===== config.mk =====
export PLATFORM = sky130hd
export DESIGN_NAME = vga_timing_gen_flat
export DESIGN_NICKNAME = d
export VERILOG_FILES = /design/src/rtl/vga_timing_pkg.sv /design/src/rtl/vga_timing_gen_if.sv /design/src/rtl/vga_timing_gen_pix_ce_div.sv /design/src/rtl/vga_timing_gen.sv /design/src/flat_wrapper.sv
export SDC_FILE = /design/constraint.sdc
export NUM_CORES = 1
export LEC_CHECK = 0
export ABC_AREA = 1
export BUFFER_PORTS_ARGS = -buffer_cell sky130_fd_sc_hd__buf_2
export CAP_MARGIN = 5
export CORE_MARGIN = 4
export CORE_UTILIZATION = 45
export CTS_BUF_LIST = sky130_fd_sc_hd__clkbuf_4 sky130_fd_sc_hd__clkbuf_8
export DETAILED_ROUTE_END_ITERATION = 8
export GPL_ROUTABILITY_DRIVEN = 0
export PLACE_DENSITY_LB_ADDON = 0.1
export SLEW_MARGIN = 20
export SYNTH_ARGS = -nofsm -noshare
export SYNTH_HDL_FRONTEND = slang
export SYNTH_HIERARCHICAL = 1
export SYNTH_SLANG_ARGS = --single-unit

===== constraint.sdc =====
create_clock -name board_clk -period 3.1 [get_ports board_clk]
set_input_delay 0.775 -clock board_clk [delete_from_list [all_inputs] [get_ports board_clk]]
set_output_delay 0.775 -clock board_clk [all_outputs]
set_load 0.005 [all_outputs]

===== src/rtl/vga_timing_pkg.sv =====
// Shared VGA timing constants and derivation helpers.
package vga_timing_pkg;

  // 640x480@60 default raster timing
  localparam int unsigned VGA_H_ACTIVE = 640;
  localparam int unsigned VGA_H_FP     = 16;
  localparam int unsigned VGA_H_SYNC   = 96;
  localparam int unsigned VGA_H_BP     = 48;
  localparam int unsigned VGA_V_ACTIVE = 480;
  localparam int unsigned VGA_V_FP     = 10;
  localparam int unsigned VGA_V_SYNC   = 2;
  localparam int unsigned VGA_V_BP     = 33;

  // Sync polarity encodings
  localparam bit SYNC_ACTIVE_LOW  = 1'b0;
  localparam bit SYNC_ACTIVE_HIGH = 1'b1;

  function automatic int unsigned h_total(input int unsigned active, input int unsigned fp,
                                          input int unsigned sync, input int unsigned bp);
    return active + fp + sync + bp;
  endfunction

  function automatic int unsigned v_total(input int unsigned active, input int unsigned fp,
                                          input int unsigned sync, input int unsigned bp);
    return active + fp + sync + bp;
  endfunction

  // Prescaler state width; a divide-by-1 still keeps a 1-bit (constant) register
  function automatic int unsigned div_width(input int unsigned div);
    return (div > 1) ? $clog2(div) : 1;
  endfunction

endpackage


===== src/rtl/vga_timing_gen_if.sv =====
// Raster timing bundle between the generator (master) and its consumers (slave).
interface vga_timing_gen_if #(
  parameter int unsigned CNT_W   = 10,
  parameter int unsigned FRAME_W = 8
);
  logic               enable;
  logic               pix_ce;
  logic               h_sync;
  logic               v_sync;
  logic               display_en;
  logic [CNT_W-1:0]   pixel_x;
  logic [CNT_W-1:0]   pixel_y;
  logic               line_start;
  logic               frame_start;
  logic               vblank_start;
  logic [FRAME_W-1:0] frame_count;

  modport master (
    input  enable,
    output pix_ce, h_sync, v_sync, display_en, pixel_x, pixel_y,
           line_start, frame_start, vblank_start, frame_count
  );

  modport slave (
    output enable,
    input  pix_ce, h_sync, v_sync, display_en, pixel_x, pixel_y,
           line_start, frame_start, vblank_start, frame_count
  );
endinterface


===== src/rtl/vga_timing_gen_pix_ce_div.sv =====
// Pixel clock-enable prescaler: one tick every PIX_DIV enabled board_clk cycles.
module pix_ce_div
  import vga_timing_pkg::*;
#(
  parameter  int unsigned PIX_DIV = 2,
  localparam int unsigned DIV_W   = div_width(PIX_DIV)
) (
  input  logic             board_clk,
  input  logic             reset,
  input  logic             enable,
  output logic             tick,
  output logic [DIV_W-1:0] div
);

  assign tick = enable && (div == DIV_W'(PIX_DIV - 1));

  // Phase counter; holds while disabled so the remaining phase survives a pause
  always_ff @(posedge board_clk or posedge reset) begin
    if (reset) begin
      div <= '0;
    end else if (enable) begin
      if (tick) div <= '0;
      else      div <= div + 1'b1;
    end
  end

endmodule


===== src/rtl/vga_timing_gen.sv =====
// Parametrised VGA raster timing generator with internal pixel clock-enable.
module vga_timing_gen
  import vga_timing_pkg::*;
#(
  parameter int unsigned H_ACTIVE   = VGA_H_ACTIVE,
  parameter int unsigned H_FP       = VGA_H_FP,
  parameter int unsigned H_SYNC     = VGA_H_SYNC,
  parameter int unsigned H_BP       = VGA_H_BP,
  parameter int unsigned V_ACTIVE   = VGA_V_ACTIVE,
  parameter int unsigned V_FP       = VGA_V_FP,
  parameter int unsigned V_SYNC     = VGA_V_SYNC,
  parameter int unsigned V_BP       = VGA_V_BP,
  parameter bit          H_SYNC_POL = SYNC_ACTIVE_LOW,
  parameter bit          V_SYNC_POL = SYNC_ACTIVE_LOW,
  parameter int unsigned PIX_DIV    = 2,
  parameter int unsigned CNT_W      = 10,
  parameter int unsigned FRAME_W    = 8
) (
  input logic              board_clk,
  input logic              reset,
  vga_timing_gen_if.master vid
);

  localparam int unsigned H_TOTAL  = h_total(H_ACTIVE, H_FP, H_SYNC, H_BP);
  localparam int unsigned V_TOTAL  = v_total(V_ACTIVE, V_FP, V_SYNC, V_BP);
  localparam int unsigned DIV_W    = div_width(PIX_DIV);
  localparam int unsigned HS_START = H_ACTIVE + H_FP;
  localparam int unsigned HS_END   = HS_START + H_SYNC;
  localparam int unsigned VS_START = V_ACTIVE + V_FP;
  localparam int unsigned VS_END   = VS_START + V_SYNC;

  logic             tick;
  logic [DIV_W-1:0] div;

  logic [CNT_W-1:0]   px, py, x_next, y_next;
  logic [CNT_W:0]     xw, yw;
  logic               x_wrap, h_act, v_act, de_next;
  logic               pce, hs, vs, de, ls, fs, vbs;
  logic [FRAME_W-1:0] fc;

  pix_ce_div #(.PIX_DIV(PIX_DIV)) u_div (
    .board_clk (board_clk),
    .reset     (reset),
    .enable    (vid.enable),
    .tick      (tick),
    .div       (div)
  );

  // Next raster position and its decode; compares are one bit wider so a
  // boundary equal to 2^CNT_W cannot truncate to zero
  always_comb begin
    x_wrap  = (px == CNT_W'(H_TOTAL - 1));
    x_next  = x_wrap ? '0 : px + 1'b1;
    y_next  = py;
    if (x_wrap) y_next = (py == CNT_W'(V_TOTAL - 1)) ? '0 : py + 1'b1;
    xw      = {1'b0, x_next};
    yw      = {1'b0, y_next};
    h_act   = (xw >= (CNT_W+1)'(HS_START)) && (xw < (CNT_W+1)'(HS_END));
    v_act   = (yw >= (CNT_W+1)'(VS_START)) && (yw < (CNT_W+1)'(VS_END));
    de_next = (xw < (CNT_W+1)'(H_ACTIVE)) && (yw < (CNT_W+1)'(V_ACTIVE));
  end

  // Raster counters and all outputs load together on a tick; strobes self-clear
  always_ff @(posedge board_clk or posedge reset) begin
    if (reset) begin
      px  <= CNT_W'(H_TOTAL - 1);
      py  <= CNT_W'(V_TOTAL - 1);
      fc  <= '1;
      pce <= 1'b0;
      de  <= 1'b0;
      hs  <= ~H_SYNC_POL;
      vs  <= ~V_SYNC_POL;
      ls  <= 1'b0;
      fs  <= 1'b0;
      vbs <= 1'b0;
    end else begin
      pce <= tick;
      if (tick) begin
        px  <= x_next;
        py  <= y_next;
        de  <= de_next;
        hs  <= h_act ~^ H_SYNC_POL;
        vs  <= v_act ~^ V_SYNC_POL;
        ls  <= (x_next == '0);
        fs  <= (x_next == '0) && (y_next == '0);
        vbs <= (x_next == '0) && (yw == (CNT_W+1)'(V_ACTIVE));
        if ((x_next == '0) && (y_next == '0)) fc <= fc + 1'b1;
      end else begin
        ls  <= 1'b0;
        fs  <= 1'b0;
        vbs <= 1'b0;
      end
    end
  end

  assign vid.pix_ce       = pce;
  assign vid.h_sync       = hs;
  assign vid.v_sync       = vs;
  assign vid.display_en   = de;
  assign vid.pixel_x      = px;
  assign vid.pixel_y      = py;
  assign vid.line_start   = ls;
  assign vid.frame_start  = fs;
  assign vid.vblank_start = vbs;
  assign vid.frame_count  = fc;

  // Prescaler phase stays in range and is frozen while disabled
  a_div_range: assert property (@(posedge board_clk) disable iff (reset)
    int'(div) < int'(PIX_DIV));
  a_div_hold: assert property (@(posedge board_clk) disable iff (reset)
    !vid.enable |=> $stable(div));

endmodule

===== src/flat_wrapper.sv =====
// flat-port wrapper written by rule: the top's interface ports become plain ports
module vga_timing_gen_flat import vga_timing_pkg::*;
#(
  parameter int unsigned H_ACTIVE   = VGA_H_ACTIVE,
  parameter int unsigned H_FP       = VGA_H_FP,
  parameter int unsigned H_SYNC     = VGA_H_SYNC,
  parameter int unsigned H_BP       = VGA_H_BP,
  parameter int unsigned V_ACTIVE   = VGA_V_ACTIVE,
  parameter int unsigned V_FP       = VGA_V_FP,
  parameter int unsigned V_SYNC     = VGA_V_SYNC,
  parameter int unsigned V_BP       = VGA_V_BP,
  parameter bit          H_SYNC_POL = SYNC_ACTIVE_LOW,
  parameter bit          V_SYNC_POL = SYNC_ACTIVE_LOW,
  parameter int unsigned PIX_DIV    = 2,
  parameter int unsigned CNT_W      = 10,
  parameter int unsigned FRAME_W    = 8
)
  (board_clk, reset, vid_enable, vid_pix_ce, vid_h_sync, vid_v_sync, vid_display_en, vid_pixel_x, vid_pixel_y, vid_line_start, vid_frame_start, vid_vblank_start, vid_frame_count);
  vga_timing_gen_if #(.CNT_W(CNT_W), .FRAME_W(FRAME_W)) vid_i ();
  input logic board_clk;
  input logic reset;
  input wire logic [$bits(vid_i.enable)-1:0] vid_enable;
  output wire logic [$bits(vid_i.pix_ce)-1:0] vid_pix_ce;
  output wire logic [$bits(vid_i.h_sync)-1:0] vid_h_sync;
  output wire logic [$bits(vid_i.v_sync)-1:0] vid_v_sync;
  output wire logic [$bits(vid_i.display_en)-1:0] vid_display_en;
  output wire logic [$bits(vid_i.pixel_x)-1:0] vid_pixel_x;
  output wire logic [$bits(vid_i.pixel_y)-1:0] vid_pixel_y;
  output wire logic [$bits(vid_i.line_start)-1:0] vid_line_start;
  output wire logic [$bits(vid_i.frame_start)-1:0] vid_frame_start;
  output wire logic [$bits(vid_i.vblank_start)-1:0] vid_vblank_start;
  output wire logic [$bits(vid_i.frame_count)-1:0] vid_frame_count;
  assign vid_i.enable = vid_enable;
  assign vid_pix_ce = vid_i.pix_ce;
  assign vid_h_sync = vid_i.h_sync;
  assign vid_v_sync = vid_i.v_sync;
  assign vid_display_en = vid_i.display_en;
  assign vid_pixel_x = vid_i.pixel_x;
  assign vid_pixel_y = vid_i.pixel_y;
  assign vid_line_start = vid_i.line_start;
  assign vid_frame_start = vid_i.frame_start;
  assign vid_vblank_start = vid_i.vblank_start;
  assign vid_frame_count = vid_i.frame_count;
  vga_timing_gen #(.H_ACTIVE(H_ACTIVE), .H_FP(H_FP), .H_SYNC(H_SYNC), .H_BP(H_BP), .V_ACTIVE(V_ACTIVE), .V_FP(V_FP), .V_SYNC(V_SYNC), .V_BP(V_BP), .H_SYNC_POL(H_SYNC_POL), .V_SYNC_POL(V_SYNC_POL), .PIX_DIV(PIX_DIV), .CNT_W(CNT_W), .FRAME_W(FRAME_W)) u_core (.board_clk(board_clk), .reset(reset), .vid(vid_i));
endmodule

# Word level (Yosys, flattened, before mapping)
# Index checks and enable logic that the tools add are counted.
[op_classes]
bitwise = 2
n_addsub = 4
reduce_logical = 9
magnitude_cmp = 6
n_mux = 7
n_eq_ne = 3
[op_table]
columns = ["cell", "count"]
rows = [
  ["two-way mux 10 bit", 3],
  ["adder 10 x 1 -> 10 bit, second input constant", 2],
  ["equality test 10 bit, second input constant", 2],
  ["zero test 10 bit", 2],
  ["< comparator 10 bit, second input constant", 2],
  ["< comparator 10 x 9 -> 1 bit, second input constant", 2],
  ["equality test 10 x 9 -> 1 bit, second input constant", 1],
  ["greater-or-equal comparator 10 bit, second input constant", 1],
  ["greater-or-equal comparator 10 x 9 -> 1 bit, second input constant", 1],
  ["adder 8 x 1 -> 8 bit, second input constant", 1],
  ["logical AND 1 bit", 6],
  ["two-way mux 1 bit", 4],
  ["NOT 1 bit", 2],
  ["AND reduction 2 bit", 1],
  ["adder 1 bit, second input constant", 1],
]
[word_totals]
word_cells = 42
register_bits = 36
output_inout_bits = 35

# Depth between registers and ports, before layout
# Gate-level depths: netlist of run 1.
[depth]
word_depth = 6
mapped_depth = 15

# Cells and area by module
# Netlist of run 1, hierarchy kept.
[modules_own_cells]
columns = ["module", "cells_each", "area_per_inst_um2", "n_inst"]
rows = [
  ["vga_timing_gen", 372, 2506.2, 1],
  ["pix_ce_div", 9, 55.1, 1],
]

# Least setup slack after synthesis of run 1
# OpenSTA, ideal clock, no wires.
[synth_timing]
path_kind = "flip-flop to flip-flop"
start = "register u_core.px[1] (netlist: u_core/vid.pixel_x[1])"
end = "register u_core.fc[2] (netlist: u_core/vid.frame_count[2])"
n_path_buf = 1
period_less_slack_ns = 1.996
slack_ns = 1.104
stages_incl_launch_ff = 14
t_arrival_ns = 1.920
path_cell_list = "dfstp_2 > ha_1 > nand3_2 > nor2_4 > nand2_4 > buf_6 > nand2_1 > nand2_1 > nor2_2 > nand2_2 > nor2_4 > nand3_1 > nand2_1 > nand2_1"
[synth_between]
elab_chain_cells = 5
[synth_rtl]
columns = ["element", "line_no", "rtl"]
rows = [
  ["from (decl)", "vga_timing_gen.sv:35", "logic [CNT_W-1:0] px, py, x_next, y_next;"],
  ["from (signal assigned)", "vga_timing_gen.sv:66", "px <= CNT_W'(H_TOTAL - 1);"],
  ["from (signal assigned)", "vga_timing_gen.sv:79", "px <= x_next;"],
  ["adder 10 x 1 -> 10 bit or equality test 10 bit (tied branches)", "vga_timing_gen.sv:53, vga_timing_gen.sv:52", ""],
  ["two-way mux 10 bit (on tied branches)", "vga_timing_gen.sv:53, vga_timing_gen.sv:55", ""],
  ["zero test 10 bit", "vga_timing_gen.sv:87", "if ((x_next == '0) && (y_next == '0)) fc <= fc + 1'b1;"],
  ["logical AND 1 bit (*)", "vga_timing_gen.sv:87", ""],
  ["AND reduction 2 bit (no source line) (*)", "-", ""],
  ["to (signal assigned)", "vga_timing_gen.sv:87", ""],
  ["to (decl)", "vga_timing_gen.sv:39", "logic [FRAME_W-1:0] fc;"],
]
# Every way passes the cells marked *; elsewhere a longest branch is shown, timed or not.
# A chain may end at the register's enable or synchronous reset.

# Worst setup path after layout of run 1
[layout_timing]
start = "register u_core.px[0] (netlist: u_core/vid.pixel_x[0])"
end = "register u_core.fc[7] (netlist: u_core/vid.frame_count[7])"
# The elaborated chain is that of the path after synthesis.

==> results.sh, run 1 <==
export IMPL_finClkSkew_ns=0.00752
export IMPL_antenna_found_initial=0
export IMPL_drv_cap=0
export IMPL_internal_power_mw=1.02
export IMPL_cp_required_ns=3.34
export IMPL_die_area_mm2=0.00696
export IMPL_drive_gt1_share_pct=22.7
export IMPL_rsz0062_at_grt="false"
export IMPL_synth_seq_cells=36
export IMPL_synth_area_leaders="dfstp_2, nand2_1, dfrtp_1"
export IMPL_hold_viol=0
export IMPL_netlist_instances=381
export IMPL_async_reset_ff_share_pct=100
export IMPL_antenna_cells=0
export IMPL_start_kind="register"
export IMPL_start_util_pct=46.5
export IMPL_cts_max_path_buffers=2
export IMPL_ir_drop_mv=0.346
export IMPL_grt_ovfl_total=0
export IMPL_die_w_um=83.4
export IMPL_synth_edf_count=0
export IMPL_cts_max_level=2
export IMPL_switching_share_pct=40.7
export IMPL_yosys_area_top_type="dfstp_2"
export IMPL_hpwl_um=4660
export IMPL_drt_pass1_iterations=4
export IMPL_first_global_vias=2362
export IMPL_finalWorstSetupSlack_ns=0.626
export IMPL_fin_area_mm2=0.00291
export IMPL_cts_setup_buffers=0
export IMPL_tritoncts="built"
export IMPL_r2r_setup_slack_ns=0.63
export IMPL_min_period_ns=2.47
export IMPL_p_clk_share_pct=24.7
export IMPL_drv_slew=0
export IMPL_synthDistinctLibCells=31
export IMPL_io_pins=38
export IMPL_arrival_ns=2.72
export IMPL_status="completed"
export IMPL_grt_pass1_wl_um=11200
export IMPL_drt_wl_total_um=6370
export IMPL_worstSetupPathType="reg2reg"
export IMPL_place_ws_ns=0.666
export IMPL_final_cells=490
export IMPL_synthFlopType="dfstp_2"
export IMPL_drc=0
export IMPL_syn_nets=389
export IMPL_setup_viol_count_final=0
export IMPL_combPwrFrac_pct=33.6
export IMPL_fmax_mhz=404
export IMPL_wl_per_cell_um=13.0
export IMPL_worst_pin_slew_ns=0.458
export IMPL_drt_initial_drc_count=163
export IMPL_setup_tns_final_ns=0
export IMPL_synth_top_area_share_pct=20.5
export IMPL_cts_resized=0
export IMPL_cts_sinks=36
export IMPL_routed_via_count=2473
export IMPL_cts_hold_buf=0
export IMPL_critical_path_peak_fanout=16
export IMPL_relSlewSlack_pct=69.5
export IMPL_core_mm2=0.00551
export IMPL_post_route_util_pct=52.8
export IMPL_mappedNetlistArea_mm2=0.00256
export IMPL_grt_max_degree=36
export IMPL_yosysMostFrequentCell="nand2_1"
export IMPL_fp_dieH_um=83.4
export IMPL_portBuffers=37
export IMPL_power_switching_uw=702
export IMPL_min_path_type="in2async"
export IMPL_vias_per_cell=5.05
export IMPL_placed_cell_area_mm2=0.00280
export IMPL_grt_usage_pct=19.4
export IMPL_min_period_over_period_pct=79.8
export IMPL_end_kind="register"
export IMPL_area_growth_pct=13.5
export IMPL_clk_latency_ns=0.29
export IMPL_total_power_mw=1.73
export IMPL_nets=425
export IMPL_seq_power_share_pct=41.7
export IMPL_dp_cells=482
export IMPL_antenna_left=0
export IMPL_leakagePower_nw=1.53
export IMPL_path_clk_slew_ns=0.08
export IMPL_clockRootBuffer="clkbuf_8"
export IMPL_rows=27
export IMPL_hold_ws_ns=0.310
export IMPL_power_density_mw_per_mm2=594
export IMPL_synth_commonest_cells="nand2_1, inv_1, nand3_1"
export IMPL_yosysSeqAreaShare_pct=36.2
export IMPL_ys_warn_count=6
export IMPL_cts_buffers=5
export IMPL_syn_avg_cell_area_um2=6.72
==> power by group through the flow <==
stage	Clock, mW	Combinational (mW)	Sequential [mW]
2_1_floorplan	0	0.444	0.673
3_3_place_gp	0	0.578	0.723
3_5_place_dp	0	0.580	0.727
4_1_cts	0.438	0.583	0.718
5_1_grt	0.459	0.660	0.744
6_report	0.426	0.581	0.720
==> cell families after synthesis <==
| group | after synthesis | synth area share, % |
|---|---|---|
| AO/OA/AOI/OAI | 29 | 5.86 |
| XOR/XNOR | 5 | 1.71 |
| adder cells (fa/ha/maj) | 5 | 2.44 |
| buffers and inverters | 66 | 10.6 |
| flip-flops | 36 | 36.2 |
| AND/OR/NAND/NOR | 240 | 43.2 |
==> worst max-delay path, cell delays in order (launching register included) <==
cell and delay [ns]:
dfstp_2 0.66, ha_1 0.26, nand4_1 0.22, nor2_4 0.39, o21ai_0 0.25, nor2_1 0.23, nand3_2 0.12, nor2_4 0.14
nand3_1 0.09, nand2_1 0.07
==> routing by layer <==
metal	global-route usage, %	share of wire [%]
met1	25.1	44
met2	31.9	48
met3	4.76	6.8
met4	5.85	0.86
met5	0	0
==> final cells by class <==
type	instances	area, um^2
Clock inverter	3	42.5
Tap cell	72	90.1
Clock buffer	5	68.8
Sequential cell	36	926
Inverter	55	208
Timing Repair Buffer	40	208
Fill cell	572	2600
Multi-Input combinational cell	279	1360
==> path summary, 6_finish.rpt <==
| check | startpoint | cells past startpoint | endpoint |
|---|---|---|---|
| min | reset | 2 | u_core/u_div/div |
| min reg2reg | u_core/vid.frame_count[5] | 2 | u_core/vid.frame_count[5] |
| max | u_core/vid.pixel_x[0] | 9 | u_core/vid.frame_count[7] |
| max in group asynchronous | reset | 3 | u_core/vid.pixel_y[9] |
| max reg2reg | u_core/vid.pixel_x[0] | 9 | u_core/vid.frame_count[7] |
| min in group board_clk | u_core/vid.frame_count[5] | 2 | u_core/vid.frame_count[5] |
==> layout by cell type, fill, tap and decap left out <==
master	instances
a21oi_1	4
and3_1	1
buf_2	37
buf_4	3
bufinv_16	1
clkbuf_8	5
clkinv_1	1
clkinv_2	2
clkinvlp_4	1
dfrtp_1	16
dfstp_2	20
ha_1	5
inv_1	51
inv_2	2
nand2_1	131
nand2_2	5
nand2_4	2
nand3_1	35
nand3_2	4
nand3b_1	1
nand4_1	12
nand4_2	1
nor2_1	32
nor2_2	6
nor2_4	6
nor3_1	4
o21a_1	1
o21ai_0	23
o21bai_1	1
xnor2_1	2
xor2_1	3
Note: power is estimated with default switching activity, not from simulation.
==> inputs of run 2 (changes only) <==
==> constraint.sdc (replaced) <==
create_clock -name board_clk -period 2.3 [get_ports board_clk]
set_input_delay 0.575 -clock board_clk [delete_from_list [all_inputs] [get_ports board_clk]]
set_output_delay 0.575 -clock board_clk [all_outputs]
set_load 0.005 [all_outputs]
==> run 2 against run 1 <==
Effect of this change:
- register-to-register slack got worse by 0.52 ns
- die area unchanged
- clock skew about the same
- hold slack got worse by 0.18 ns
- sequential share of layout area decreased by 2.2 points
- global-route usage decreased by 0.73 points
- fmax increased by 13%
==> results.sh, run 2 (synthesis gave the netlist of run 1 again) <==
export IMPL_first_global_vias=2261
export IMPL_setup_viol_count_final=0
export IMPL_cp_required_ns=2.52
export IMPL_final_common_cell="nand2_1"
export IMPL_drive_gt1_share_pct=29.1
export IMPL_hpwl_um=4570
export IMPL_place_ws_ns=-0.00328
export IMPL_setup_tns_final_ns=0
export IMPL_grt_util_met2_pct=31.2
export IMPL_antenna_left=0
export IMPL_relSlewSlack_pct=66.9
export IMPL_dp_cells=487
export IMPL_arrival_ns=2.41
export IMPL_min_period_over_period_pct=95.3
export IMPL_core_mm2=0.00551
export IMPL_drt_initial_drc_count=113
export IMPL_power_density_mw_per_mm2=743
export IMPL_drv_cap=0
export IMPL_drc=0
export IMPL_path_clk_slew_ns=0.07
export IMPL_clockRootBuffer="clkbuf_8"
export IMPL_cp_slowest_cell="dfstp_2"
export IMPL_fp_dieH_um=83.4
export IMPL_antenna_found_initial=0
export IMPL_tritoncts="built"
export IMPL_area_growth_pct=22.2
export IMPL_clk_latency_ns=0.29
export IMPL_finalWorstSetupSlack_ns=0.107
export IMPL_leakagePower_nw=1.58
export IMPL_io_pins=38
export IMPL_end_kind="register"
export IMPL_hold_viol=0
export IMPL_grt_ovfl_total=0
export IMPL_start_kind="register"
export IMPL_cts_max_path_buffers=2
export IMPL_antenna_cells=0
export IMPL_critical_path_peak_fanout=9
export IMPL_drt_wl_total_um=6560
export IMPL_nets=440
export IMPL_drt_pass1_iterations=4
export IMPL_busiest_layer="met2"
export IMPL_min_period_ns=2.19
export IMPL_wl_per_cell_um=13.0
export IMPL_rsz0062_at_grt="true"
export IMPL_placed_cell_area_mm2=0.00283
export IMPL_min_path_type="in2async"
export IMPL_worst_pin_slew_ns=0.491
export IMPL_path_cells="ha_4 > nand3_4 > nor2_4 > buf_6 > nand2_8 > nand2_4 > nand2_4 > nor2_4 > nand2_2 > nor2_1 > nand4_1 > nand2_1 > nand2_1"
export IMPL_vias_per_cell=5.00
export IMPL_grt_max_degree=36
export IMPL_hold_ws_ns=0.126
export IMPL_cts_sinks=36
export IMPL_grt_usage_pct=18.6
export IMPL_met1_usage_pct=24.6
export IMPL_worstSetupPathType="reg2reg"
export IMPL_drv_slew=0
export IMPL_grt_pass1_wl_um=10700
export IMPL_ir_drop_mv=0.386
export IMPL_fin_area_mm2=0.00313
export IMPL_cts_buffers=5
export IMPL_cts_max_level=2
export IMPL_rr_worst_depth=13
export IMPL_status="completed"
export IMPL_fmax_mhz=456
export IMPL_final_cells=505
export IMPL_rows=27
export IMPL_gr_usage_met3_pct=4.46
export IMPL_portBuffers=37
export IMPL_slowest_delay_ns=0.57
export IMPL_start_util_pct=46.5
export IMPL_routed_via_count=2526
export IMPL_cts_hold_buf=0
export IMPL_die_area_mm2=0.00696
export IMPL_die_w_um=83.4
export IMPL_finClkSkew_ns=0.00720
export IMPL_final_cell_mix="nand2_1, inv_1, buf_2"
run 2: changes by cell type in the layout (fill, tap and decap cells not counted), moves of 3 or more:
cell | before | now
buf_4 | 3 | 15
nand2_1 | 131 | 123
nand2_2 | 5 | 10
nand3_1 | 35 | 32
nor2_1 | 32 | 29
run 2: critical path: cells and delay by family, from the launching register on:
family	cells	cell delay, ns
adders and majority gates	1	0.17
and+or+nand+nor	11	1.24
DFF	1	0.57
buffers and inverters	1	0.16
run 2: power breakdown:
| group | internal, mW | switching, mW | leakage, nW |
|---|---|---|---|
| logic | 0.331 | 0.558 | 1.11 |
| registers | 0.772 | 0.181 | 0.415 |
| clock network | 0.255 | 0.229 | 0.0479 |
run 2: layout make-up:
class / instances / area (um^2)
fill: 536 / 2380
clock buffer: 7 / 90.1
sequential: 36 / 927
multi-input combinational: 280 / 1490
clock inverter: 1 / 7.51
timing repair buffer: 54 / 320
inverter: 55 / 208
tap: 72 / 90.1
run 2: path summary, 6_finish.rpt:
| path | start | end | slack (ns) |
|---|---|---|---|
| min in group board_clk | u_core/vid.frame_count[5] | u_core/vid.frame_count[5] | 0.48 |
| min reg2reg | u_core/vid.frame_count[5] | u_core/vid.frame_count[5] | 0.48 |
| max | u_core/vid.pixel_x[1] | u_core/vid.frame_count[7] | 0.11 |
| max in group asynchronous | reset | u_core/vid.frame_count[2] | 1.54 |
| max reg2reg | u_core/vid.pixel_x[1] | u_core/vid.frame_count[7] | 0.11 |
| min | reset | u_core/u_div/div | 0.13 |
run 2: what timing repair did:
item                       in CTS  in global routing
cloned                          0                  1
setup endpoints to repair       2                 10
buffers inserted                0                  9
pin swaps                       1                 16
resized for setup               0                 29
run 2: layer usage:
layer  vias up  routed length [um]
met1      1153                3090
met4         0                  55
met2        72                3100
met5         -                   0
li1       1295                   -
met3         6                 320
run 2: through the flow:
step	power [mW]	utilization (%)
2_1_floorplan	1.51	-
3_3_place_gp	1.76	51.4
3_5_place_dp	1.77	51.4
4_1_cts	2.27	53.2
5_1_grt	2.53	56.9
6_report	2.33	56.9
==> inputs of run 3 (changes only) <==
--- a/config.mk
+++ b/config.mk
@@ -6,12 +6,12 @@
 export NUM_CORES = 1
 export LEC_CHECK = 0
 export ABC_AREA = 1
-export BUFFER_PORTS_ARGS = -buffer_cell sky130_fd_sc_hd__buf_2
 export CAP_MARGIN = 5
 export CORE_MARGIN = 4
 export CORE_UTILIZATION = 45
 export CTS_BUF_LIST = sky130_fd_sc_hd__clkbuf_4 sky130_fd_sc_hd__clkbuf_8
 export DETAILED_ROUTE_END_ITERATION = 8
+export DONT_BUFFER_PORTS = 1
 export GPL_ROUTABILITY_DRIVEN = 0
 export PLACE_DENSITY_LB_ADDON = 0.1
 export SLEW_MARGIN = 20
==> run 3 against run 2 <==
Effect of this change:
- hold slack improved by 0.12 ns
- fmax is 0.98% lower
- non-clock buffer count fell by 25
- first-iteration DRC count increased by 27%
- critical endpoint is now u_core/vid.frame_count[6]
==> results.sh, run 3 (synthesis gave the netlist of run 1 again) <==
export IMPL_cts_max_path_buffers=2
export IMPL_finalWorstSetupSlack_ns=0.0856
export IMPL_ir_drop_mv=0.561
export IMPL_hold_ws_ns=0.242
export IMPL_clockRootBuffer="clkbuf_8"
export IMPL_status="completed"
export IMPL_antenna_left=0
export IMPL_cts_sinks=36
export IMPL_io_pins=38
export IMPL_nets=416
export IMPL_area_growth_pct=20.4
export IMPL_finClkSkew_ns=0.00329
export IMPL_fp_dieH_um=83.4
export IMPL_leakagePower_nw=1.50
export IMPL_wl_per_cell_um=14.4
export IMPL_antenna_found_initial=0
export IMPL_critical_path_peak_fanout=5
export IMPL_start_kind="register"
export IMPL_rsz0062_at_grt="true"
export IMPL_fill_cells=544
export IMPL_portBuffers=0
export IMPL_first_global_vias=2216
export IMPL_final_cells=481
export IMPL_r2r_setup_slack_ns=0.09
export IMPL_min_period_ns=2.21
export IMPL_tritoncts="built"
export IMPL_grt_usage_pct=18.8
export IMPL_vias_per_cell=5.25
export IMPL_hold_viol=0
export IMPL_drv_slew=0
export IMPL_power_density_mw_per_mm2=776
export IMPL_die_w_um=83.4
export IMPL_core_mm2=0.00551
export IMPL_rows=27
export IMPL_end_kind="register"
export IMPL_path_clk_slew_ns=0.08
export IMPL_r2r_start="u_core/vid.pixel_x[1]"
export IMPL_final_common_cell="nand2_1"
export IMPL_hpwl_um=4710
export IMPL_setup_viol_count_final=0
export IMPL_cp_required_ns=2.53
export IMPL_routed_via_count=2524
export IMPL_drt_pass1_iterations=5
export IMPL_antenna_cells=0
export IMPL_dp_cells=454
export IMPL_fmax_mhz=452
export IMPL_relSlewSlack_pct=58.7
export IMPL_min_period_over_period_pct=96.3
export IMPL_min_path_type="in2async"
export IMPL_drt_wl_total_um=6920
export IMPL_worst_pin_slew_ns=0.619
export IMPL_grt_max_degree=28
export IMPL_cts_buffers=5
export IMPL_drv_cap=0
export IMPL_clk_latency_ns=0.29
export IMPL_final_cell_mix="nand2_1, inv_1, nand3_1"
export IMPL_start_util_pct=46.5
export IMPL_rr_worst_depth=12
export IMPL_drc=0
export IMPL_r2r_end="u_core/vid.frame_count[6]"
export IMPL_arrival_ns=2.45
export IMPL_grt_pass1_wl_um=10800
export IMPL_die_area_mm2=0.00696
export IMPL_grt_ovfl_total=0
export IMPL_drt_initial_drc_count=144
export IMPL_drive_gt1_share_pct=24.7
export IMPL_worstSetupPathType="reg2reg"
export IMPL_place_ws_ns=-0.00795
export IMPL_cts_max_level=2
[run 3: how the worst max path moves through the flow]
stage | from | end | slack (ns)
final | u_core/vid.pixel_x[1] | u_core/vid.frame_count[6] | 0.09
after CTS | u_core/vid.pixel_x[1] | u_core/vid.vblank_start | 0.01
after detailed placement | u_core/vid.pixel_x[1] | u_core/vid.vblank_start | -0.008
after global routing | u_core/vid.pixel_x[1] | u_core/vid.frame_count[1] | -0.05
after floorplan | u_core/vid.pixel_x[1] | u_core/vid.frame_count[2] | 0.30
after global placement | u_core/vid.pixel_x[0] | u_core/vid.vblank_start | 0.03
[run 3: critical path, stage by stage (launching register included)]
cell,delay (ns)
dfstp_2,0.56
ha_4,0.16
nand4_1,0.21
nor2_4,0.29
buf_4,0.16
nand2_1,0.04
nand2_1,0.08
nand2_1,0.08
nor2_1,0.15
nand3_2,0.11
nor2_4,0.12
nand3_1,0.10
nand2_1,0.09
[run 3: per-layer routing]
layer,GRT usage (%),share of wire (%)
met1,24.0,44
met3,6.35,7.0
met5,0,0
met4,3.07,1.5
met2,31.6,48
[run 3: area by class of cell]
class                      count  area [um^2]  area share, %
clock buffer                   5         68.8           2.23
clock inverter                 3         46.3           1.50
inverter                      55          209           6.78
multi-input combinational    281         1480           47.9
sequential                    36          926           30.0
tap                           72         90.1           2.92
timing repair buffer          29          265           8.60
[run 3: what timing repair did]
item,in CTS,in global routing
resized for setup,0,31
endpoints found under the hold margin,1,0
endpoints found under the setup margin,2,12
hold buffers,1,0
pin swaps,1,15
setup buffers,0,15
gates cloned,0,3
[run 3: report_power, final]
group / switching (mW) / total (mW) / leakage [nW] / internal [mW]
clock network: 0.255 / 0.582 / 0.0548 / 0.327
logic: 0.563 / 0.868 / 1.03 / 0.306
registers: 0.171 / 0.943 / 0.417 / 0.772
[run 3: stage by stage]
| stage | TNS, ns | total power, mW | util, % | instance area [um^2] |
|---|---|---|---|---|
| 2_1_floorplan | 0 | 1.51 | - | 2560 |
| 3_3_place_gp | 0 | 1.74 | 48.9 | 2690 |
| 3_5_place_dp | -0.00795 | 1.74 | 48.9 | 2690 |
| 4_1_cts | 0 | 2.33 | 51.1 | 2820 |
| 5_1_grt | -0.230 | 2.59 | 56.0 | 3080 |
| 6_report | 0 | 2.39 | 56.0 | 3080 |
